--- config.mk ---
export PLATFORM = sky130hd
export DESIGN_NAME = pixel_scan_controller_flat
export DESIGN_NICKNAME = d
export VERILOG_FILES = /design/src/rtl/mandelbrot_pkg.sv /design/src/rtl/pixel_scan_controller_if.sv /design/src/rtl/coord_stepper.sv /design/src/rtl/pixel_scan_controller.sv /design/src/flat_wrapper.sv
export SDC_FILE = /design/constraint.sdc
export NUM_CORES = 1
export LEC_CHECK = 0
export ABC_AREA = 1
export BUFFER_PORTS_ARGS = -buffer_cell sky130_fd_sc_hd__buf_2
export CAP_MARGIN = 10
export CORE_ASPECT_RATIO = 1.2
export CORE_UTILIZATION = 53
export DETAILED_ROUTE_END_ITERATION = 8
export PLACE_DENSITY = 0.76
export SLEW_MARGIN = 40
export SYNTH_ARGS = -nofsm -noshare
export SYNTH_HDL_FRONTEND = slang
export SYNTH_SLANG_ARGS = --single-unit
export TNS_END_PERCENT = 50
--- constraint.sdc ---
create_clock -name sysclk -period 14.5 [get_ports sysclk]
set_clock_uncertainty 0.2 [all_clocks]
set_input_delay 4.35 -clock sysclk [delete_from_list [all_inputs] [get_ports sysclk]]
set_output_delay 4.35 -clock sysclk [all_outputs]
set_load 0.01 [all_outputs]
--- src/rtl/mandelbrot_pkg.sv ---
// Shared definitions for the Mandelbrot pixel pipeline: default frame geometry,
// coordinate/depth widths and the scan-state encoding.
package mandelbrot_pkg;

    localparam int FRAC_DEF  = 16;
    localparam int H_RES_DEF = 640;
    localparam int V_RES_DEF = 480;

    localparam int CW = 32;  // coordinate word
    localparam int DW = 10;  // depth
    localparam int XW = 10;  // x counter
    localparam int YW = 9;   // y counter

    typedef enum logic [1:0] {
        ST_IDLE,
        ST_LAUNCH,
        ST_WAIT,
        ST_OUTPUT
    } scan_state_t;

endpackage

--- src/rtl/pixel_scan_controller_if.sv ---
// Pixel depth stream (valid/ready) from the scan controller to colour mapping.
// Signals: m_tdata depth, m_tvalid, m_tready, m_tuser start-of-frame, m_tlast end-of-line.
interface pixel_scan_controller_if;
    import mandelbrot_pkg::*;

    logic [DW-1:0] m_tdata;
    logic          m_tvalid;
    logic          m_tready;
    logic          m_tuser;
    logic          m_tlast;

    modport master (
        output m_tdata,
        output m_tvalid,
        output m_tuser,
        output m_tlast,
        input  m_tready
    );

    modport slave (
        input  m_tdata,
        input  m_tvalid,
        input  m_tuser,
        input  m_tlast,
        output m_tready
    );

endinterface

--- src/rtl/coord_stepper.sv ---
// Complex-plane accumulator for the raster scan: loads the frame origin/step,
// advances re by step along a line and returns re / lowers im at each new line.
// Ports: sysclk, reset (async high), i_load, i_adv_x, i_adv_line,
//        i_re_origin, i_im_origin, i_step, o_re_c, o_im_c.
module coord_stepper
    import mandelbrot_pkg::*;
(
    input  logic          sysclk,
    input  logic          reset,
    input  logic          i_load,
    input  logic          i_adv_x,
    input  logic          i_adv_line,
    input  logic [CW-1:0] i_re_origin,
    input  logic [CW-1:0] i_im_origin,
    input  logic [CW-1:0] i_step,
    output logic [CW-1:0] o_re_c,
    output logic [CW-1:0] o_im_c
);

    logic [CW-1:0] r_re0;
    logic [CW-1:0] r_step;
    logic [CW-1:0] r_re_c;
    logic [CW-1:0] r_im_c;

    // Origin and step are frozen at load so input changes only affect the
    // next frame. Adds wrap silently in two's complement.
    always_ff @(posedge sysclk or posedge reset) begin
        if (reset) begin
            r_re0  <= '0;
            r_step <= '0;
            r_re_c <= '0;
            r_im_c <= '0;
        end else if (i_load) begin
            r_re0  <= i_re_origin;
            r_step <= i_step;
            r_re_c <= i_re_origin;
            r_im_c <= i_im_origin;
        end else if (i_adv_x) begin
            r_re_c <= r_re_c + r_step;
        end else if (i_adv_line) begin
            r_re_c <= r_re0;
            r_im_c <= r_im_c - r_step;
        end
    end

    assign o_re_c = r_re_c;
    assign o_im_c = r_im_c;

endmodule

--- src/rtl/pixel_scan_controller.sv ---
// Raster-order frame sequencer: launches one depth calculation per pixel and
// streams each depth out with start-of-frame / end-of-line markers.
// Ports: sysclk, reset (async high), enable, re_origin, im_origin, step,
//        calc_* (calculator start/done handshake), m_axis (pixel stream), frame_done.
module pixel_scan_controller
    import mandelbrot_pkg::*;
#(
    parameter int FRAC  = FRAC_DEF,
    parameter int H_RES = H_RES_DEF,
    parameter int V_RES = V_RES_DEF
) (
    input  logic                  sysclk,
    input  logic                  reset,
    input  logic                  enable,
    input  logic [CW-1:0]         re_origin,
    input  logic [CW-1:0]         im_origin,
    input  logic [CW-1:0]         step,
    output logic                  calc_start,
    output logic [XW-1:0]         calc_x,
    output logic [YW-1:0]         calc_y,
    output logic [CW-1:0]         calc_re_c,
    output logic [CW-1:0]         calc_im_c,
    input  logic                  calc_done,
    input  logic [DW-1:0]         calc_depth,
    pixel_scan_controller_if.master m_axis,
    output logic                  frame_done
);

    // FRAC only fixes the meaning of the coordinate words; the datapath is
    // pure add/subtract, so it just has to leave room for an integer part.
    if (FRAC < 1 || FRAC > CW - 1) begin : g_frac_chk
        $error("pixel_scan_controller: FRAC out of range");
    end

    localparam logic [XW-1:0] X_LAST = XW'(H_RES - 1);
    localparam logic [YW-1:0] Y_LAST = YW'(V_RES - 1);

    scan_state_t r_state;
    scan_state_t w_next;

    logic [XW-1:0] r_x;
    logic [YW-1:0] r_y;
    logic [DW-1:0] r_depth;
    logic          r_first;
    logic          r_fdone;

    logic w_load;
    logic w_adv_x;
    logic w_adv_line;
    logic w_capture;
    logic w_start;
    logic w_valid;
    logic w_fdone;
    logic w_x_last;
    logic w_y_last;

    assign w_x_last = (r_x == X_LAST);
    assign w_y_last = (r_y == Y_LAST);

    always_ff @(posedge sysclk or posedge reset) begin
        if (reset) begin
            r_state <= ST_IDLE;
        end else begin
            r_state <= w_next;
        end
    end

    always_comb begin
        w_next     = r_state;
        w_load     = 1'b0;
        w_adv_x    = 1'b0;
        w_adv_line = 1'b0;
        w_capture  = 1'b0;
        w_start    = 1'b0;
        w_valid    = 1'b0;
        w_fdone    = 1'b0;
        unique case (r_state)
            ST_IDLE: begin
                if (enable) begin
                    w_load = 1'b1;
                    w_next = ST_LAUNCH;
                end
            end
            ST_LAUNCH: begin
                w_start = 1'b1;
                w_next  = ST_WAIT;
            end
            ST_WAIT: begin
                // The first WAIT cycle may still see the previous pixel's
                // done level, so it is never trusted.
                if (!r_first && calc_done) begin
                    w_capture = 1'b1;
                    w_next    = ST_OUTPUT;
                end
            end
            ST_OUTPUT: begin
                w_valid = 1'b1;
                if (m_axis.m_tready) begin
                    if (!w_x_last) begin
                        w_adv_x = 1'b1;
                        w_next  = ST_LAUNCH;
                    end else if (!w_y_last) begin
                        w_adv_line = 1'b1;
                        w_next     = ST_LAUNCH;
                    end else begin
                        w_fdone = 1'b1;
                        w_next  = ST_IDLE;
                    end
                end
            end
            default: begin
                w_next = ST_IDLE;
            end
        endcase
    end

    always_ff @(posedge sysclk or posedge reset) begin
        if (reset) begin
            r_x     <= '0;
            r_y     <= '0;
            r_depth <= '0;
            r_first <= 1'b0;
            r_fdone <= 1'b0;
        end else begin
            r_fdone <= w_fdone;
            if (w_start) begin
                r_first <= 1'b1;
            end else if (r_state == ST_WAIT) begin
                r_first <= 1'b0;
            end
            if (w_capture) begin
                r_depth <= calc_depth;
            end
            if (w_load) begin
                r_x <= '0;
                r_y <= '0;
            end else if (w_adv_x) begin
                r_x <= r_x + 1'b1;
            end else if (w_adv_line) begin
                r_x <= '0;
                r_y <= r_y + 1'b1;
            end
        end
    end

    coord_stepper u_coord (
        .sysclk      (sysclk),
        .reset       (reset),
        .i_load      (w_load),
        .i_adv_x     (w_adv_x),
        .i_adv_line  (w_adv_line),
        .i_re_origin (re_origin),
        .i_im_origin (im_origin),
        .i_step      (step),
        .o_re_c      (calc_re_c),
        .o_im_c      (calc_im_c)
    );

    assign calc_start = w_start;
    assign calc_x     = r_x;
    assign calc_y     = r_y;
    assign frame_done = r_fdone;

    // Markers are qualified by OUTPUT so they read 0 outside a beat,
    // including straight after reset where x=y=0.
    assign m_axis.m_tdata  = r_depth;
    assign m_axis.m_tvalid = w_valid;
    assign m_axis.m_tuser  = w_valid && (r_x == '0) && (r_y == '0);
    assign m_axis.m_tlast  = w_valid && w_x_last;

endmodule

--- src/flat_wrapper.sv ---
// flat-port wrapper written by rule: the top's interface ports become plain ports
module pixel_scan_controller_flat import mandelbrot_pkg::*;
#(
    parameter int FRAC  = FRAC_DEF,
    parameter int H_RES = H_RES_DEF,
    parameter int V_RES = V_RES_DEF
)
  (sysclk, reset, enable, re_origin, im_origin, step, calc_start, calc_x, calc_y, calc_re_c, calc_im_c, calc_done, calc_depth, frame_done, m_axis_m_tdata, m_axis_m_tvalid, m_axis_m_tuser, m_axis_m_tlast, m_axis_m_tready);
  pixel_scan_controller_if m_axis_i ();
  input  logic sysclk;
  input  logic reset;
  input  logic enable;
  input  logic [CW-1:0] re_origin;
  input  logic [CW-1:0] im_origin;
  input  logic [CW-1:0] step;
  output logic calc_start;
  output logic [XW-1:0] calc_x;
  output logic [YW-1:0] calc_y;
  output logic [CW-1:0] calc_re_c;
  output logic [CW-1:0] calc_im_c;
  input  logic calc_done;
  input  logic [DW-1:0] calc_depth;
  output logic frame_done;
  output wire logic [$bits(m_axis_i.m_tdata)-1:0] m_axis_m_tdata;
  output wire logic [$bits(m_axis_i.m_tvalid)-1:0] m_axis_m_tvalid;
  output wire logic [$bits(m_axis_i.m_tuser)-1:0] m_axis_m_tuser;
  output wire logic [$bits(m_axis_i.m_tlast)-1:0] m_axis_m_tlast;
  input wire logic [$bits(m_axis_i.m_tready)-1:0] m_axis_m_tready;
  assign m_axis_m_tdata = m_axis_i.m_tdata;
  assign m_axis_m_tvalid = m_axis_i.m_tvalid;
  assign m_axis_m_tuser = m_axis_i.m_tuser;
  assign m_axis_m_tlast = m_axis_i.m_tlast;
  assign m_axis_i.m_tready = m_axis_m_tready;
  pixel_scan_controller #(.FRAC(FRAC), .H_RES(H_RES), .V_RES(V_RES)) u_core (.sysclk(sysclk), .reset(reset), .enable(enable), .re_origin(re_origin), .im_origin(im_origin), .step(step), .calc_start(calc_start), .calc_x(calc_x), .calc_y(calc_y), .calc_re_c(calc_re_c), .calc_im_c(calc_im_c), .calc_done(calc_done), .calc_depth(calc_depth), .m_axis(m_axis_i), .frame_done(frame_done));
endmodule
==> results.txt, run 1 <==
Once detailed placement completed, the half-perimeter wirelength came to 25500 um. Counting stages on the worst path, the most repeated cell is sky130_fd_sc_hd__o21ai_1. The simple logic cell fraction of the synthesized area is a little under a third. The clock transition at the registers of the reported paths came out at 0.07 ns. In this run the count of I/O pins placed on the die edge is 209. The via count of the first global-routing pass came out at 11138. The internal power consumption came out at between 1.5 and 2 mW. The top cell type's share of synthesized area came out at about a third. After layout, the worst setup slack is 7.97 ns.

For the worst setup path, the data arrival time is 6.69 ns. The multiplexer fraction of the synthesized cell area came out at 0.963%. In the post-synthesis netlist, the cell with the most instances is sky130_fd_sc_hd__nand2_1.

The via density per instance came out at between 5 and 6. The proportion of synthesized chip area in sequential cells is 34.5%. In the synthesized netlist the dominant register cell turns out to be sky130_fd_sc_hd__dfrtp_1. The signed area change from the synthesized netlist to the final layout came out at 15.2%. The worst register-to-register path ends at u_core.u_coord.o_re_c[10].

The total number of cells along the worst setup path came out at 7. The clock share of power is between 10% and 20%. The number of post-CTS setup repair buffers came out at 0. The overall overflow remaining after global route is 0. The number of DRC violations after detailed-routing iteration 0 came out at 860.

The adder and majority gate portion of the synthesized area came out at under 10%. The die height is between 150 and 200 um. The wire length of the first global-routing pass came out at between 50000 and 60000 um.

The compound-cell area share of the yosys netlist is 13.1%. The mean cell area of the mapped netlist came out at 6.73 um2. Static timing analysis puts the maximum clock frequency at ~0.15 GHz. The sum of internal, switching and leakage power is 3.68 mW.

The max-slew violation count came out at 0. The via total after detailed routing is about 12000. The timing endpoint of the critical path is u_core.u_coord.o_re_c[10].

STA puts the critical path data required time at about 15 ns. In this run the critical register-to-register path is launched from u_core.calc_x[0]. The net count reported at finish is 2106. By startpoint and endpoint, the worst setup path is classified as in2reg. Clock tree synthesis inserted a total of 17 buffers.

At the pin with the least slew margin, the transition time is about 0.86 ns. Setup slack on the worst reg-to-reg path comes out at 11.18 ns. Buffers inserted to repair hold after CTS numbered 0. The number of H-tree levels is 4. Setup repair after global routing left no endpoint under its margin. The number of flip-flops and latches in the synthesized netlist came out at roughly 160. The floorplan step defined a die boundary enclosing 22700 um2.

The first-pass iteration count of the detailed router came out at 7. Synthesis produced 1737 cells. The worst slew margin relative to its limit is 42.4%. The routability congestion estimate came out at a little over 0.9. The effective utilization at floorplan came out at a little over half. The combined area of all synthesized cells came out at between 10000 and 15000 um2.

Dividing the final minimum period by the clock period gives between 40% and 50%. CTS placed an instance of sky130_fd_sc_hd__clkbuf_16 at the clock tree root. The xor/xnor cell area share of the yosys netlist is under 10%. On the worst path, the slowest cell contributes a delay of 0.71 ns. The largest buffer count on any clock path is 2. The number of antenna-violating nets in the routed design is 0. The warning count from the yosys run came out at 0.

For this run, asynchronously set or reset flops after synthesis account for 100%. The count of buffering cells on the critical path with inverters included is 2. The final routed DRC violation total is 0.

Row generation in the floorplan step produced between 50 and 60 rows. The flow ran to the end, and the final reports show no timing, DRC or antenna violations. The synthesized netlist contains 47 unique library cells.

The critical path goes through buf_2, nand2_1, nor2_4, nand2_2, inv_2, o21ai_1, o21ai_1. The placeable core region is 21600 um2. The most area-hungry cell type in the Yosys netlist is sky130_fd_sc_hd__dfrtp_1. In this run the tool buffered the top-level ports with around 210 buffer cells.

The routed wirelength normalized by instance count is 15.1 um. After synthesis, the cell types taking the most area are sky130_fd_sc_hd__dfrtp_1, sky130_fd_sc_hd__nand2_1, sky130_fd_sc_hd__inv_1. The biggest fanout along the worst timing path is 31.

The number of endpoints failing setup at the final stage came out at 0. Among all stages on the critical path, the largest delay is contributed by sky130_fd_sc_hd__nor2_4. The global router's overall resource usage is 30.5%. The total of cells resized after clock tree synthesis is 0. The commonest cells after synthesis are sky130_fd_sc_hd__nand2_1, sky130_fd_sc_hd__inv_1, sky130_fd_sc_hd__dfrtp_1. Broken down by cell family, the worst path's largest delay share belongs to simple AND/OR/NAND/NOR gates. The net count of the mapped netlist came out at 1921. The initial antenna violation count came out at 3. The total wire length came out at 33400 um. The sequential group share of total power came out at 22.7%.

The total negative setup slack is 0 ns. Summed over all nets, the switching power comes to 1.96 mW. The worst setup path is launched from an input port. The combinational family with the most area after synthesis is simple AND/OR/NAND/NOR gates. The most critical setup path has its startpoint at m_axis_m_tready. Prior to clock tree synthesis, the placed netlist has a worst setup slack of about 7.6 ns. The number of synthesized flops with an enable pin came out at 0. The part of the power in combinational logic is 65.1%.

The clock sink total came out at 161. The number of hold violations in the final report came out at 0. The analysis attributes to cell leakage a power of 7.50 nW. The worst hold path class is reg2reg. The areal power density over the cells came out at 274 nW/um2. The count of max-cap constraint violations came out at 0. The share of final-layout standard cells stronger than drive strength 1 is 16.0%. The clock insertion delay at the later pin of the skew report is 0.44 ns.

The horizontal extent of the die is roughly 140 um. TritonCTS built the clock tree. The worst setup path is captured at a flip-flop.

The maximum number of pins on one net before global-route repair is approximately 130. The minimum period implied by the final worst setup slack came out at 6.53 ns. The net switching share of the total power came out at 53.2%. The worst-case vdd ir drop is ~0.11 mV. Measured in cells, the most critical reg-to-reg path has a length of 10.
[per-layer routing]
| layer | wire length, um | up-vias | GRT usage, % |
|---|---|---|---|
| met5 | 0 | - | 0 |
| met4 | 1160 | 0 | 13.5 |
| met3 | 1810 | 76 | 3.16 |
| met2 | 15900 | 373 | 50.4 |
| met1 | 14500 | 5398 | 40.2 |
| li1 | - | 5901 | - |
[cell families (layout without fill, tap and decap cells)]
group,after synthesis,in the layout
AND/OR/NAND/NOR,874,874
buffers and inverters,316,514
AO/OA/AOI/OAI,279,279
flip-flops,161,161
adder cells (fa/ha/maj),73,73
XOR/XNOR,24,24
multiplexers,10,10
other,0,3
[area by class of cell]
| type | count | area (um2) |
|---|---|---|
| diodes | 3 | 7.51 |
| clock buffers | 18 | 429 |
| clock inverters | 14 | 140 |
| fillers | 2046 | 8170 |
| inverters | 271 | 1030 |
| multi-input cells | 1260 | 6400 |
| flip-flops and latches | 161 | 4030 |
| well taps | 274 | 343 |
| repair buffers | 211 | 1080 |
[layout by cell type, fill, tap and decap left out, types with 3 or more instances in the layout]
cell	count
sky130_fd_sc_hd__clkinv_4	3
sky130_fd_sc_hd__inv_6	7
sky130_fd_sc_hd__nand2_1	559
sky130_fd_sc_hd__diode_2	3
sky130_fd_sc_hd__nand3_1	101
sky130_fd_sc_hd__a21oi_1	95
sky130_fd_sc_hd__nor4_1	6
sky130_fd_sc_hd__buf_2	208
sky130_fd_sc_hd__o21bai_1	3
sky130_fd_sc_hd__o211ai_1	9
sky130_fd_sc_hd__xor2_1	19
sky130_fd_sc_hd__dfrtp_1	161
sky130_fd_sc_hd__clkbuf_16	17
sky130_fd_sc_hd__nand2_2	3
sky130_fd_sc_hd__inv_2	15
sky130_fd_sc_hd__o21ai_0	101
sky130_fd_sc_hd__a31oi_1	10
sky130_fd_sc_hd__or2_2	3
sky130_fd_sc_hd__inv_1	252
sky130_fd_sc_hd__ha_1	71
sky130_fd_sc_hd__nand4_1	14
sky130_fd_sc_hd__o22ai_1	4
sky130_fd_sc_hd__o21ai_1	31
sky130_fd_sc_hd__a21oi_2	10
sky130_fd_sc_hd__mux2_2	10
sky130_fd_sc_hd__nor3_1	16
sky130_fd_sc_hd__inv_8	5
sky130_fd_sc_hd__xnor2_1	5
sky130_fd_sc_hd__nor2_1	155
sky130_fd_sc_hd__o21ai_2	10
[state kept, by name, indices dropped and copies added (netlist names), 2 cells and up]
name                   cells
u_core.u_coord.r_re0      32
u_core.r_state             2
u_core.calc_y              9
u_core.u_coord.r_step     32
u_core.u_coord.o_re_c     32
u_core.u_coord.o_im_c     32
u_core.calc_x             10
u_core.m_axis.m_tdata     10
[power groups by stage]
stage | sequential, mW | clock [mW] | combinational [mW]
finish | 0.837 | 0.446 | 2.40
global route | 0.858 | 0.469 | 2.74
detailed placement | 0.842 | 0 | 2.36
global placement | 0.837 | 0 | 2.31
CTS | 0.835 | 0.454 | 2.38
floorplan | 0.829 | 0 | 1.74
[worst min path at each step]
stage                        startpoint                        to  slack, ns  cells after the start
5_1_grt         u_core.u_coord.r_re0[9]   u_core.u_coord.r_re0[9]       0.30                      2
3_3_place_gp   u_core.u_coord.r_re0[12]  u_core.u_coord.r_re0[12]       0.26                      2
4_1_cts         u_core.u_coord.r_re0[9]   u_core.u_coord.r_re0[9]       0.28                      2
2_1_floorplan  u_core.u_coord.r_re0[14]  u_core.u_coord.r_re0[14]       0.25                      2
3_5_place_dp    u_core.u_coord.r_re0[9]   u_core.u_coord.r_re0[9]       0.26                      2
6_report       u_core.u_coord.r_re0[16]  u_core.u_coord.r_re0[16]       0.28                      2
[per-stage QoR]
step | area (um2) | utilization [%] | hold slack (ns) | cells
floorplan | 11700 | - | 0.245 | 1737
global placement | 12900 | 59.5 | 0.261 | 2177
detailed placement | 12900 | 59.6 | 0.263 | 2177
CTS | 13500 | 62.2 | 0.281 | 2209
global route | 13500 | 62.2 | 0.299 | 2212
finish | 13500 | 62.2 | 0.281 | 2212
[worst min-delay path, cell delays in order, from the launching register on]
cell and delay (ns):
sky130_fd_sc_hd__dfrtp_1 0.32, sky130_fd_sc_hd__nand2_1 0.05, sky130_fd_sc_hd__nand2_1 0.07
Power figures use the tool's default switching activity.
==> inputs of run 2 (changes only) <==
Settings changed: CORE_UTILIZATION 53 to 52, PLACE_DENSITY 0.76 to 0.78.
Clock period 14.5 ns to 5.45 ns, I/O delays scaled along.
==> run 2 against run 1 <==
Effect of this change:
- final area grew 0.63%
- sequential power rose to 2.7 times the previous value
- critical path depth is the same
- sequential share of layout area decreased by 0.19 points
- first-iteration DRC count is 15% lower
- utilization shrank 0.24 points
- critical path type is now reg2out
- critical endpoint is now m_axis_m_tuser
- largest cell class unchanged
- largest power group unchanged
- highest routed layer unchanged
==> results.txt, run 2 (synthesis results as in run 1) <==
The highest achievable clock rate is 0.273 GHz. The standard cell area after detailed placement is between 10000 and 15000 um2. The floorplan has ~60 rows. The leakage power total is 7.55 nW. The via density per instance is approximately 5.3. The clock insertion delay at the later pin of the skew report is roughly 0.45 ns. The number of endpoints failing setup at the final stage is 0. The worst path uses 67.1% of the clock period. The count of fill cells added during filler insertion is 2068. The horizontal extent of the die came out at around 140 um. The placeable core region came out at 21900 um2. The port buffer count came out at about 210. The via count of the first global-routing pass came to 11197. The number of ports placed on the die boundary is 209.

The overall overflow remaining after global route is 0. The root buffer selected by CTS is sky130_fd_sc_hd__clkbuf_16. In this run the post-CTS setup repair buffer count came out at 0. For this run, the share of the core covered by cells in the final layout is 62.0%.

The routed wirelength normalized by instance count is approximately 15 um. The number of hold violations in the final report is 0. The half-perimeter wire length after placement came out at roughly 26000 um. Setup repair after global routing left no endpoint under its margin.

The run finished with clean final reports. The number of antenna diodes in the final layout is 0. The routability congestion estimate came out at roughly 0.94.

The wire length of the first global-routing pass came out at roughly 54000 um. The number of cells in the finished layout apart from fillers came out at 2214. The total negative setup slack came out at 0 ns. The die is 166 um tall. The clock transition at the registers of the reported paths came out at 0.08 ns. STA classifies the critical path endpoint as an output port. STA puts the critical path data arrival time at 1.82 ns. The effective utilization at floorplan came out at 53.5%. The worst hold slack after final layout is 0.277 ns. The number of cells after detailed placement is 2182. The final routed DRC violation total came out at 0.

The maximum number of pins on one net before global-route repair came out at a little under 100. The tool flagged a number of max-cap violations equal to 0. Of all nets on the critical path, the largest fanout is 4. Of the cells placed in the final design, the portion with a size suffix greater than 1 is approximately 16%. The floorplan step defined a die boundary enclosing roughly 23000 um2.

The required time reported for the critical path endpoint is 3.62 ns. The routed layout has 11811 vias. The worst slew margin relative to its limit came out at about 46%. Power spread over the standard cell area amounts to between 700 and 800 nW/um2. The detailed router finished its first iteration with 727 violations.

Summed over all layers, the routed wires come to 33700 um. The most frequent standard cell in the layout excluding fill and tap cells is sky130_fd_sc_hd__nand2_1. The net count reported at finish came out at 2111. The worst-case vdd ir drop is 0.310 mV. The max-slew violation count is 0. In this run, CTS created clock tree buffers numbering 17. The largest buffer count on any clock path is 2. The signed area change from the synthesized netlist to the final layout is 15.9%.

At the pin with the least slew margin, the transition time is 0.816 ns. The first-pass iteration count of the detailed router is 7. After clock tree synthesis, the repair step resized 0 gates. The TritonCTS clock tree is built. The minimum period implied by the final worst setup slack is 3.66 ns. Hold repair after CTS inserted 0 buffers.

The worst setup path category is reg2out. The initial antenna violation count is 0. The clock tree synthesis step divided the H-tree into 4 levels. For this design, the sink count on the clock tree is 161.

In this run the remaining antenna-violating nets after routing total 0. After routing the design area is 13500 um2. The global router's overall resource usage is 29.7%. STA classifies the critical path startpoint as a flip-flop. In the layout the commonest cells are sky130_fd_sc_hd__nand2_1, sky130_fd_sc_hd__inv_1, sky130_fd_sc_hd__buf_2. The worst hold path class is reg2reg.
## run 2: metal layers
metal / GRT usage, % / part of all wire (%)
met5: 0 / 0
met4: 14.5 / 4.2
met3: 3.98 / 5.0
met2: 50.2 / 48
met1: 37.4 / 43
## run 2: stage by stage
stage / total power [mW] / setup WS (ns)
after detailed placement: 8.52 / 1.68
final: 9.88 / 1.79
after floorplan: 6.84 / 1.57
after global routing: 10.8 / 1.63
after CTS: 9.82 / 1.78
after global placement: 8.37 / 1.75
## run 2: power breakdown
part           leakage [nW]  switching, mW  internal (mW)  total, mW
registers              1.97          0.479           1.74       2.22
logic                  5.28           4.16           2.24       6.40
clock network         0.298          0.584          0.669       1.25
## run 2: path summary, 6_finish.rpt
| check | from | endpoint | slack, ns | cells past startpoint |
|---|---|---|---|---|
| setup / recovery | u_core.calc_y[0] | m_axis_m_tuser | 1.79 | 7 |
| hold / removal | u_core.u_coord.r_re0[12] | u_core.u_coord.r_re0[12] | 0.28 | 2 |
| max in group asynchronous | reset | u_core.u_coord.o_im_c[29] | 3.30 | 3 |
| hold reg to reg | u_core.u_coord.r_re0[12] | u_core.u_coord.r_re0[12] | 0.28 | 2 |
| min in group asynchronous | reset | u_core.u_coord.o_re_c[2] | 1.02 | 2 |
| setup reg to reg | u_core.calc_y[0] | u_core.u_coord.o_re_c[14] | 2.52 | 11 |
## run 2: area by class of cell
type,count,area (um2),area share (%)
Inverter,271,1030,7.60
Timing Repair Buffer,216,1140,8.43
Tap cell,274,343,2.53
Clock buffer,18,439,3.24
Multi-Input combinational cell,1260,6400,47.3
Sequential cell,161,4030,29.7
Clock inverter,14,161,1.19
## run 2: critical path: stages (launching register included)
cell and delay, ns:
sky130_fd_sc_hd__dfrtp_1 0.43, sky130_fd_sc_hd__inv_1 0.11, sky130_fd_sc_hd__ha_1 0.16, sky130_fd_sc_hd__nand2_1 0.06
sky130_fd_sc_hd__nor3_1 0.18, sky130_fd_sc_hd__nand3_1 0.10, sky130_fd_sc_hd__nor4_1 0.16, sky130_fd_sc_hd__buf_2 0.17
